--- src/rtl/alu_entry_ctrl.sv ---
// Operand-entry front end for the 4-bit board ALU. A debounced ENTER button steps
// a, b and mod into registers, then the ALU result is captured for display.
module alu_entry_ctrl #(
  parameter int DEB_CYCLES = 16
) (
  input  logic       clk,
  input  logic       rst,
  input  logic [3:0] i_sw,
  input  logic       i_btn,
  input  logic       i_clr,
  input  logic [3:0] i_res,
  input  logic       i_cout,
  input  logic       i_overflow,
  output logic [3:0] o_a,
  output logic [3:0] o_b,
  output logic [2:0] o_mod,
  output logic       o_valid,
  output logic [3:0] o_res_q,
  output logic [1:0] o_flags_q,
  output logic [2:0] o_state
);

  // state  | meaning
  // S_A    | waiting for operand a
  // S_B    | waiting for operand b
  // S_OP   | waiting for operation select
  // S_EXEC | ALU inputs complete, result captured at the closing edge
  // S_SHOW | result displayed; next press starts a new entry with a
  typedef enum logic [2:0] {
    S_A    = 3'd0,
    S_B    = 3'd1,
    S_OP   = 3'd2,
    S_EXEC = 3'd3,
    S_SHOW = 3'd4
  } state_t;

  localparam logic [15:0] DEB_TC = 16'(DEB_CYCLES - 1);

  logic        s1_q, s1_d;
  logic        s2_q, s2_d;
  logic        stable_q, stable_d;
  logic        stable_dly_q, stable_dly_d;
  logic [15:0] cnt_q, cnt_d;
  logic        press_q, press_d;

  state_t      state_q, state_d;
  logic [3:0]  a_q, a_d;
  logic [3:0]  b_q, b_d;
  logic [2:0]  mod_q, mod_d;
  logic        valid_q, valid_d;
  logic [3:0]  res_q, res_d;
  logic [1:0]  flags_q, flags_d;

  // Debouncer: the counter only runs while the synchronized level disagrees with
  // the accepted level, so any bounce back restarts the qualification window.
  always_comb begin
    s1_d         = i_btn;
    s2_d         = s1_q;
    stable_d     = stable_q;
    cnt_d        = cnt_q;
    stable_dly_d = stable_q;
    press_d      = stable_q & ~stable_dly_q;
    if (s2_q == stable_q) begin
      cnt_d = '0;
    end else if (cnt_q == DEB_TC) begin
      stable_d = s2_q;
      cnt_d    = '0;
    end else begin
      cnt_d = cnt_q + 16'd1;
    end
  end

  always_ff @(posedge clk or posedge rst) begin
    if (rst) begin
      s1_q         <= 1'b0;
      s2_q         <= 1'b0;
      stable_q     <= 1'b0;
      stable_dly_q <= 1'b0;
      cnt_q        <= '0;
      press_q      <= 1'b0;
    end else begin
      s1_q         <= s1_d;
      s2_q         <= s2_d;
      stable_q     <= stable_d;
      stable_dly_q <= stable_dly_d;
      cnt_q        <= cnt_d;
      press_q      <= press_d;
    end
  end

  // o_valid is registered alongside the move into S_EXEC, so it is high for
  // exactly the S_EXEC cycle; a press arriving in S_EXEC is ignored.
  always_comb begin
    state_d = state_q;
    a_d     = a_q;
    b_d     = b_q;
    mod_d   = mod_q;
    valid_d = 1'b0;
    res_d   = res_q;
    flags_d = flags_q;
    if (i_clr) begin
      state_d = S_A;
      a_d     = '0;
      b_d     = '0;
      mod_d   = '0;
      res_d   = '0;
      flags_d = '0;
    end else begin
      unique case (state_q)
        S_A: begin
          if (press_q) begin
            a_d     = i_sw;
            state_d = S_B;
          end
        end
        S_B: begin
          if (press_q) begin
            b_d     = i_sw;
            state_d = S_OP;
          end
        end
        S_OP: begin
          if (press_q) begin
            mod_d   = i_sw[2:0];
            state_d = S_EXEC;
            valid_d = 1'b1;
          end
        end
        S_EXEC: begin
          res_d   = i_res;
          flags_d = {i_cout, i_overflow};
          state_d = S_SHOW;
        end
        S_SHOW: begin
          if (press_q) begin
            a_d     = i_sw;
            state_d = S_B;
          end
        end
        default: state_d = S_A;
      endcase
    end
  end

  always_ff @(posedge clk or posedge rst) begin
    if (rst) begin
      state_q <= S_A;
      a_q     <= '0;
      b_q     <= '0;
      mod_q   <= '0;
      valid_q <= 1'b0;
      res_q   <= '0;
      flags_q <= '0;
    end else begin
      state_q <= state_d;
      a_q     <= a_d;
      b_q     <= b_d;
      mod_q   <= mod_d;
      valid_q <= valid_d;
      res_q   <= res_d;
      flags_q <= flags_d;
    end
  end

  assign o_a       = a_q;
  assign o_b       = b_q;
  assign o_mod     = mod_q;
  assign o_valid   = valid_q;
  assign o_res_q   = res_q;
  assign o_flags_q = flags_q;
  assign o_state   = state_q;

endmodule
--- config.mk ---
export PLATFORM = sky130hd
export DESIGN_NAME = alu_entry_ctrl
export DESIGN_NICKNAME = d
export VERILOG_FILES = /design/src/rtl/alu_entry_ctrl.sv
export SDC_FILE = /design/constraint.sdc
export NUM_CORES = 1
export LEC_CHECK = 0
export BUFFER_PORTS_ARGS = -buffer_cell sky130_fd_sc_hd__buf_2
export CORE_ASPECT_RATIO = 0.5
export CORE_MARGIN = 3
export CORE_UTILIZATION = 33
export DETAILED_ROUTE_END_ITERATION = 8
export SLEW_MARGIN = 25
export SYNTH_ARGS = -nofsm -noshare
export SYNTH_HDL_FRONTEND = slang
export SYNTH_SLANG_ARGS = --single-unit
--- constraint.sdc ---
create_clock -name clk -period 1.67 [get_ports clk]
set_input_delay 0.0835 -clock clk [delete_from_list [all_inputs] [get_ports clk]]
set_output_delay 0.0835 -clock clk [all_outputs]
set_load 0.01 [all_outputs]
==> flow_summary.toml, run 1 <==
[route]
via_per_inst = 4.77
drc = 0
first_iter_violations = 69
antenna_left = 0
wl_um = 3590
vias = 1355
first_pass_iters = 5
routedWlPerCell_um = 12.6

[die]
die_y_um = 58.6
core.rowCount = 18
dieArea_mm2 = 0.00651
dieWidth_um = 111
io_pins = 35
initial_utilization = 0.355
core_region_area_mm2 = 0.00513

[synth]
async_flop_share = 1.00
syn_avg_cell_area_um2 = 10.7
ys_ff_latch = 42
synth_area_leader_cell = "dfrtp_1"
synth_most_common_cell = "dfrtp_1"
synthCells = 170
synth_flop_cell = "dfrtp_1"
synthTopCellsByCount = "42 x dfrtp_1, 30 x nor2_1, 12 x mux2i_1, 12 x xnor2_1, 11 x nand2_1"
yosys_warnings = 0
synth_edf_count = 0
synth_nets = 185
seq_area_frac_synth = 0.577
syn-cell-area_mm2 = 0.00182
synth_top_area_frac = 0.577
synth.distinct_cells = 28
ys_top_cells_by_area = "dfrtp_1 58%, mux2i_1 6.6%, nor2_1 6.2%"

[clock_network]
cts_buffers = 5
cts-root-buf = "clkbuf_8"
cts_max_level = 2
post_cts_resized = 0
cts_buffer_depth = 2
clk_latency_ns = 0.29
clock-sinks = 42
clkTransAtPathRegs_ns = 0.08
cts_tree = "done"

[setup_path]
r2r_cells = 5
start_kind = "flip-flop"
path_cells = "ha_1 -> nand3_2 -> nor4_1 -> xnor2_1 -> nor2_1"
slowest_stage = "nor4_1"
cp_num_buf_inv = 0
crit_family = "simple AND/OR/NAND/NOR gates"
required_ns = 1.86
critPathMaxFanout = 7
timing.rr.end = "cnt_q[12]"
worst-setup-path-type = "flip-flop to flip-flop"
end_kind = "flip-flop"
worstSetupStartpoint = "cnt_q[0]"
r2r-start = "cnt_q[0]"
arrival_ns = 1.70
slowest_delay_ns = 0.42
rrSetupSlack_ns = 0.16

[global_routing]
gr-total-overflow = 0
grt_pass1_wl_um = 6290
grt_pass1_vias = 1352
grt_max_degree = 43
grt_usage = 0.120
antenna_found_initial = 0

[sta]
skew_ns = 0.00837
tightest_slew_ns = 0.529
setup_viol = 0
finalSetupTns_ns = 0
final_max_slew_viol_count = 0
rsz0062_at_grt = "false"
fmax_ghz = 0.660
fin_crit_ns = 1.51
final_hold_viol_count = 0
slew_headroom = 0.647
period_share = 0.907

[final_layout]
area_growth_pct = 22.2
n_antenna_cell = 0
nets = 228
drive_gt1_frac = 0.248
final_cells = 284

[placed_design]
io_buffers = 34
dp.cells = 274
hpwl_um = 2520
gp_congestion = 0.859

[flow_run]
drv_cap = 0

[worst_hold_path]
hold_class = "input pin to flip-flop"
whs_path_depth = 3
hp-start = "i_res[0]"
worstHoldEndpoint = "o_res_q[0]"

[status]
status = "complete, no violations"

[power_and_ir_drop]
power_mw = 1.89
cellPowerDensity_mw_per_mm2 = 850
leakagePower_nw = 1.03
vdd_ir_drop_max_v = 0.000306
[where the power goes]
group | total, mW | leakage (nW) | switching (mW) | internal, mW
registers | 1.03 | 0.580 | 0.00711 | 1.02
logic | 0.0711 | 0.400 | 0.0451 | 0.0260
clock network | 0.790 | 0.0514 | 0.344 | 0.446
total | 1.89 | 1.03 | 0.396 | 1.50
[worst max-delay path by stage]
stage / to / slack [ns] / depth (start not counted)
6_report: cnt_q[12] / 0.16 / 5
5_1_grt: cnt_q[7] / 0.04 / 6
4_1_cts: cnt_q[7] / 0.16 / 6
3_5_place_dp: cnt_q[7] / 0.17 / 6
3_3_place_gp: cnt_q[4] / 0.21 / 6
2_1_floorplan: cnt_q[10] / 0.24 / 6
[what timing repair did]
item | 4_1_cts | 5_1_grt
hold endpoints to repair | 43 | 0
hold buffers | 2 | 0
buffers inserted | 0 | 0
[worst reg2reg max path, cell delays in order, from the launching register on]
cell	delay [ns]
dfrtp_1	0.40
ha_1	0.21
nand3_2	0.16
nor4_1	0.42
xnor2_1	0.17
nor2_1	0.05
[layout by cell type (no fill, tap or decap)]
cell type and instances:
nand4_4 1, dlygate4sd3_1 2, ha_1 1, nand3_1 10, a21oi_1 9, xnor2_1 12
mux2i_1 12, nor2b_1 4, dfrtp_1 42, bufinv_16 1, mux2_2 1, nand4_1 2
nor2_2 2, nor3b_2 1, nand4b_1 1, buf_2 34, nor4_1 8, nand3_2 1
nand2_1 11, clkbuf_1 1, xor2_1 3, nand3b_1 1, nor2_1 30, and2_1 2
and3_1 1, buf_4 6, nand2b_1 1, nor3_1 3, clkbuf_8 5, clkinvlp_4 1
inv_1 5
[registers in the layout, indices dropped and copies added, names as in the netlist, 2 cells and up]
signal	cells
o_state	3
cnt_q	16
o_a	4
o_res_q	4
o_b	4
o_mod	3
o_flags_q	2
[routing by layer]
metal  wire (µm)  up-vias  GRT usage
met1        1680      653      0.162
met4          60        0     0.0312
met3         200        9     0.0359
met5           0        -          0
li1            -      653          -
met2        1650       40      0.193
[metrics by stage]
stage                     setup slack (ns)  cell area [µm²]  hold slack (ns)  utilization
final                                0.156             2230           0.0445        0.434
after global routing                0.0371             2230           0.0568        0.434
after CTS                            0.163             2230           0.0409        0.434
after detailed placement             0.172             2100            0.203        0.408
after global placement               0.209             2100            0.201        0.408
after floorplan                      0.245             1820            0.115            -
[area by class of cell]
type,count,area [µm²]
clock inverters,2,37.5
fillers,493,2910
clock buffers,6,72.6
flip-flops and latches,42,1050
inverters,5,18.8
repair buffers,42,235
well taps,70,87.6
multi-input cells,117,724
[cells by family after synthesis]
family | Yosys count | synth area share
DFF | 42 | 0.577
adders and majority gates | 1 | 0.00686
muxes | 13 | 0.0721
buffers and inverters | 11 | 0.0261
and+or+nand+nor | 79 | 0.222
xor gates and xnor gates | 15 | 0.0721
AOI/OAI and AO/OA | 9 | 0.0247
(Power assumes the default switching activity.)
==> run 2: changes to the inputs <==
==> constraint.sdc (replaced) <==
create_clock -name clk -period 1.2 [get_ports clk]
set_input_delay 0.06 -clock clk [delete_from_list [all_inputs] [get_ports clk]]
set_output_delay 0.06 -clock clk [all_outputs]
set_load 0.01 [all_outputs]
==> run 2 against run 1 <==
Net effect: the flow now finishes with violations (setup timing); fmax down 0.50%; final cell count increased by 12%; worst hold slack worse by 0.027 ns; clock skew grew 0.0015 ns; global-route usage grew 0.76 points; highest routed layer unchanged.
==> flow_summary.toml, run 2 (same netlist as run 1, synthesis figures left out) <==
[sta]
rsz0062_at_grt = "true"
setup_viol = 27
skew_ns = 0.00983
slew_headroom = 0.699
period_share = 1.27
final_hold_viol_count = 0
final_max_slew_viol_count = 0
fin_ws_ns = -0.322
fmax_ghz = 0.657
tightest_slew_ns = 0.451
fin_crit_ns = 1.52

[status]
violations = "setup timing"
status = "finished, violations left"

[die]
dieArea_mm2 = 0.00651
io_pins = 35
core_region_area_mm2 = 0.00513
die_y_um = 58.6
initial_utilization = 0.355
dieWidth_um = 111
core.rowCount = 18

[global_routing]
grt_usage = 0.128
antenna_found_initial = 0
grt_max_degree = 25
grt_pass1_wl_um = 6780
grt_pass1_vias = 1488
gr-total-overflow = 0

[setup_path]
worstSetupStartpoint = "cnt_q[13]"
critPathMaxFanout = 3
r2r_cells = 4
rrSetupSlack_ns = -0.32
worst-setup-path-type = "flip-flop to flip-flop"
crit_path_end = "stable_dly_d"
start_kind = "flip-flop"
required_ns = 1.38
arrival_ns = 1.70
end_kind = "flip-flop"
r2r-start = "cnt_q[13]"
timing.rr.end = "stable_dly_d"

[route]
routedWlPerCell_um = 13.1
drc = 0
via_per_inst = 4.62
wl_um = 4180
antenna_left = 0
vias = 1475
first_pass_iters = 4
first_iter_violations = 34

[power_and_ir_drop]
power_mw = 2.67
leakagePower_nw = 1.25
cellPowerDensity_mw_per_mm2 = 1000
vdd_ir_drop_max_v = 0.000421

[final_layout]
nets = 263
final_cell_mix = "39 x dfrtp_1, 35 x buf_4, 34 x buf_2"
n_antenna_cell = 0
top_register = "cnt_q"
design_area_mm2 = 0.00267
area_growth_pct = 46.4
mostFrequentLayoutCell = "dfrtp_1"
drive_gt1_frac = 0.454
largest_reg_flops = 16

[flow_run]
drv_cap = 0

[placed_design]
hpwl_um = 2810
gp_congestion = 0.788
placed_area_mm2 = 0.00231
io_buffers = 34

[worst_hold_path]
hold_class = "input pin to flip-flop"

[clock_network]
cts-root-buf = "clkbuf_8"
cts_max_level = 2
clock-sinks = 42
clk_latency_ns = 0.29
cts_buffers = 5
cts_buffer_depth = 2
cts_tree = "done"
clkTransAtPathRegs_ns = 0.09
==> run 2: changes by cell type in the layout (fill, tap and decap cells not counted), moves of 2 or more <==
| cell | previous run | this run |
|---|---|---|
| buf_6 | 0 | 5 |
| dfrtp_2 | 0 | 3 |
| nor4_1 | 8 | 1 |
| nand3_1 | 10 | 8 |
| nor2b_1 | 4 | 2 |
| nand2_2 | 0 | 2 |
| nor2_4 | 0 | 2 |
| nor2_2 | 2 | 4 |
| nor2_1 | 30 | 26 |
| nor4_2 | 0 | 6 |
| buf_4 | 6 | 35 |
| dfrtp_1 | 42 | 39 |
| nand2_1 | 11 | 9 |
==> run 2: area by class of cell <==
type	instances	area (µm²)
Multi-Input combinational cell	118	885
Sequential cell	42	1050
Tap cell	70	87.6
Inverter	5	18.8
Timing Repair Buffer	76	509
Fill cell	450	2470
Clock buffer	5	68.8
Clock inverter	3	45.0
==> run 2: worst min-delay path by stage <==
stage,start,end,cells past startpoint
after global routing,i_res[1],o_res_q[1],3
after global placement,rst,cnt_q[13],3
after CTS,i_res[3],o_res_q[3],3
after floorplan,i_btn,s1_q,0
after detailed placement,rst,s2_q,3
final,i_res[1],o_res_q[1],3
==> run 2: worst max-delay path, stage by stage, from the launching register on <==
cell	delay (ns)
dfrtp_1	0.41
nor4_1	0.34
nand4b_1	0.20
buf_6	0.18
mux2_4	0.29
==> run 2: timing repair <==
item / CTS / global route
hold buffers: 2 / 0
cloned: 0 / 1
buffers inserted: 4 / 8
resized for setup: 8 / 21
setup endpoints to repair: 29 / 33
hold endpoints to repair: 43 / 0
pin swaps: 4 / 16
==> run 2: power by group <==
group / total [mW] / internal (mW) / switching (mW)
Sequential: 1.44 / 1.43 / 0.0117
Clock: 1.11 / 0.619 / 0.496
Combinational: 0.119 / 0.0502 / 0.0688
Total: 2.67 / 2.09 / 0.576
==> run 2: metrics by stage <==
| stage | setup TNS, ns | cells | setup WS [ns] | util | hold WS, ns |
|---|---|---|---|---|---|
| after floorplan | -1.93 | 170 | -0.130 | - | 0.0914 |
| after global placement | -3.99 | 296 | -0.260 | 0.450 | 0.113 |
| after detailed placement | -5.06 | 296 | -0.301 | 0.450 | 0.114 |
| after CTS | -3.32 | 310 | -0.217 | 0.488 | 0.0106 |
| after global routing | -5.75 | 319 | -0.379 | 0.520 | 0.0232 |
| final | -3.90 | 319 | -0.322 | 0.520 | 0.0172 |
==> run 2: routing by layer <==
metal  routed length [µm]  share of wire  global-route usage  vias to the layer above
li1                     -              -                   -                      725
met1                 1920           0.46               0.158                      727
met2                 2090           0.50               0.228                       19
met3                  126          0.030              0.0349                        4
met4                   44          0.011              0.0312                        0
met5                    0              0                   0                        -
==> run 3: changes to the inputs <==
--- a/config.mk
+++ b/config.mk
@@ -7,7 +7,7 @@
 export LEC_CHECK = 0
 export BUFFER_PORTS_ARGS = -buffer_cell sky130_fd_sc_hd__buf_2
 export CORE_ASPECT_RATIO = 0.5
-export CORE_MARGIN = 3
+export CORE_MARGIN = 2
 export CORE_UTILIZATION = 33
 export DETAILED_ROUTE_END_ITERATION = 8
 export SLEW_MARGIN = 25
==> constraint.sdc (replaced) <==
create_clock -name clk -period 1.8 [get_ports clk]
set_input_delay 0.09 -clock clk [delete_from_list [all_inputs] [get_ports clk]]
set_output_delay 0.09 -clock clk [all_outputs]
set_load 0.01 [all_outputs]
==> run 3 against run 2 <==
Net effect: the run now ends clean; critical path depth increased by 2; via count fell by 11%; total power shrank 39%; wire length shrank 18%; clock skew grew 0.00086 ns; non-clock buffer count down 36; worst setup slack gained 0.60 ns; register-to-register slack improved by 0.60 ns; fmax about the same; combinational power is 46% lower; first-iteration DRC count up 26%; die area shrank 5.2%; critical path type unchanged; largest power group unchanged; highest routed layer unchanged.
==> flow_summary.toml, run 3 (same netlist as run 1, synthesis figures left out) <==
[status]
status = "complete, no violations"

[sta]
setup_viol = 0
period_share = 0.846
slew_headroom = 0.661
rsz0062_at_grt = "false"
fmax_ghz = 0.657
final_hold_viol_count = 0
final_max_slew_viol_count = 0
finalSetupTns_ns = 0
tightest_slew_ns = 0.508
skew_ns = 0.0107
fin_crit_ns = 1.52

[global_routing]
use_met3 = 0.0337
grt_max_degree = 43
gr-total-overflow = 0
grt_pass1_vias = 1326
grt-busiest-layer = "met2"
met1_usage = 0.164
grt_pass1_wl_um = 6100
antenna_found_initial = 0
grtUsageMet2 = 0.202
grt_usage = 0.128

[final_layout]
top_register = "cnt_q"
largest_reg_flops = 16
nets = 226
n_antenna_cell = 0
area_growth_pct = 20.5
drive_gt1_frac = 0.245
mostFrequentLayoutCell = "dfrtp_1"
final_cell_mix = "42 x dfrtp_1, 34 x buf_2, 30 x nor2_1"

[route]
wl_um = 3430
first_pass_iters = 4
vias = 1311
first_iter_violations = 43
antenna_left = 0
routedWlPerCell_um = 12.0
via_per_inst = 4.60
drc = 0

[worst_hold_path]
hold_class = "input pin to flip-flop"
hp-start = "i_res[0]"
whs_path_depth = 3
worstHoldEndpoint = "o_res_q[0]"

[clock_network]
cts_buffer_depth = 2
clock-sinks = 42
cts-root-buf = "clkbuf_8"
cts_buffers = 5
cts_tree = "done"
cts_max_level = 2
clk_latency_ns = 0.30
clkTransAtPathRegs_ns = 0.09

[setup_path]
r2r_cells = 6
critPathMaxFanout = 8
rrSetupSlack_ns = 0.28
r2r-start = "cnt_q[0]"
arrival_ns = 1.71
worstSetupStartpoint = "cnt_q[0]"
start_kind = "flip-flop"
timing.rr.end = "cnt_q[11]"
required_ns = 1.99
end_kind = "flip-flop"
worst-setup-path-type = "flip-flop to flip-flop"

[placed_design]
gp_congestion = 0.853
hpwl_um = 2420
io_buffers = 34

[power_and_ir_drop]
power_mw = 1.63
leakagePower_nw = 1.01
cellPowerDensity_mw_per_mm2 = 744
vdd_ir_drop_max_v = 0.000297

[die]
core.rowCount = 19
initial_utilization = 0.338
io_pins = 35
core_region_area_mm2 = 0.00540
die_y_um = 56.6
dieWidth_um = 109
dieArea_mm2 = 0.00617

[flow_run]
drv_cap = 0
[run 3: worst max-delay path: stages, from the launching register on]
cell      delay [ns]
dfrtp_1         0.40
ha_1            0.22
nand3_2         0.16
nand4b_1        0.29
nand2_1         0.13
buf_4           0.16
nor2_1          0.06
[run 3: where the power goes]
part / total [mW] / switching, mW / internal, mW
Combinational: 0.0644 / 0.0406 / 0.0238
Clock: 0.613 / 0.340 / 0.272
Sequential: 0.957 / 0.00650 / 0.950
Total: 1.63 / 0.387 / 1.25
[run 3: through the flow]
stage	hold slack (ns)	worst slack (ns)	util	instance area, µm²	std cells
5_1_grt	0.0530	0.120	0.407	2200	285
6_report	0.0417	0.278	0.407	2200	285
3_5_place_dp	0.199	0.281	0.387	2090	275
2_1_floorplan	0.121	0.375	-	1820	170
3_3_place_gp	0.203	0.342	0.387	2090	275
4_1_cts	0.0344	0.250	0.407	2200	285
[run 3: final cells by class]
| cell class | count | area [µm²] |
|---|---|---|
| clock buffer | 5 | 68.8 |
| clock inverter | 3 | 21.3 |
| fill | 512 | 3200 |
| inverter | 5 | 18.8 |
| multi-input combinational | 117 | 724 |
| sequential | 42 | 1050 |
| tap | 73 | 91.3 |
| timing repair buffer | 40 | 220 |
[run 3: routing by layer]
layer	share of wire	wire [µm]
met3	0.039	135
met5	0	0
met4	0.015	52
met2	0.48	1650
met1	0.47	1600
[run 3: worst max path at each step]
stage | cells after the start | endpoint
floorplan | 6 | cnt_q[10]
global placement | 6 | cnt_q[7]
detailed placement | 6 | cnt_q[11]
CTS | 6 | cnt_q[11]
global route | 6 | cnt_q[11]
finish | 6 | cnt_q[11]
[run 3: what timing repair did]
item | CTS | global route
resized for setup | 0 | 0
buffers inserted | 0 | 0
hold buffers | 2 | 0
endpoints found under the hold margin | 43 | 0
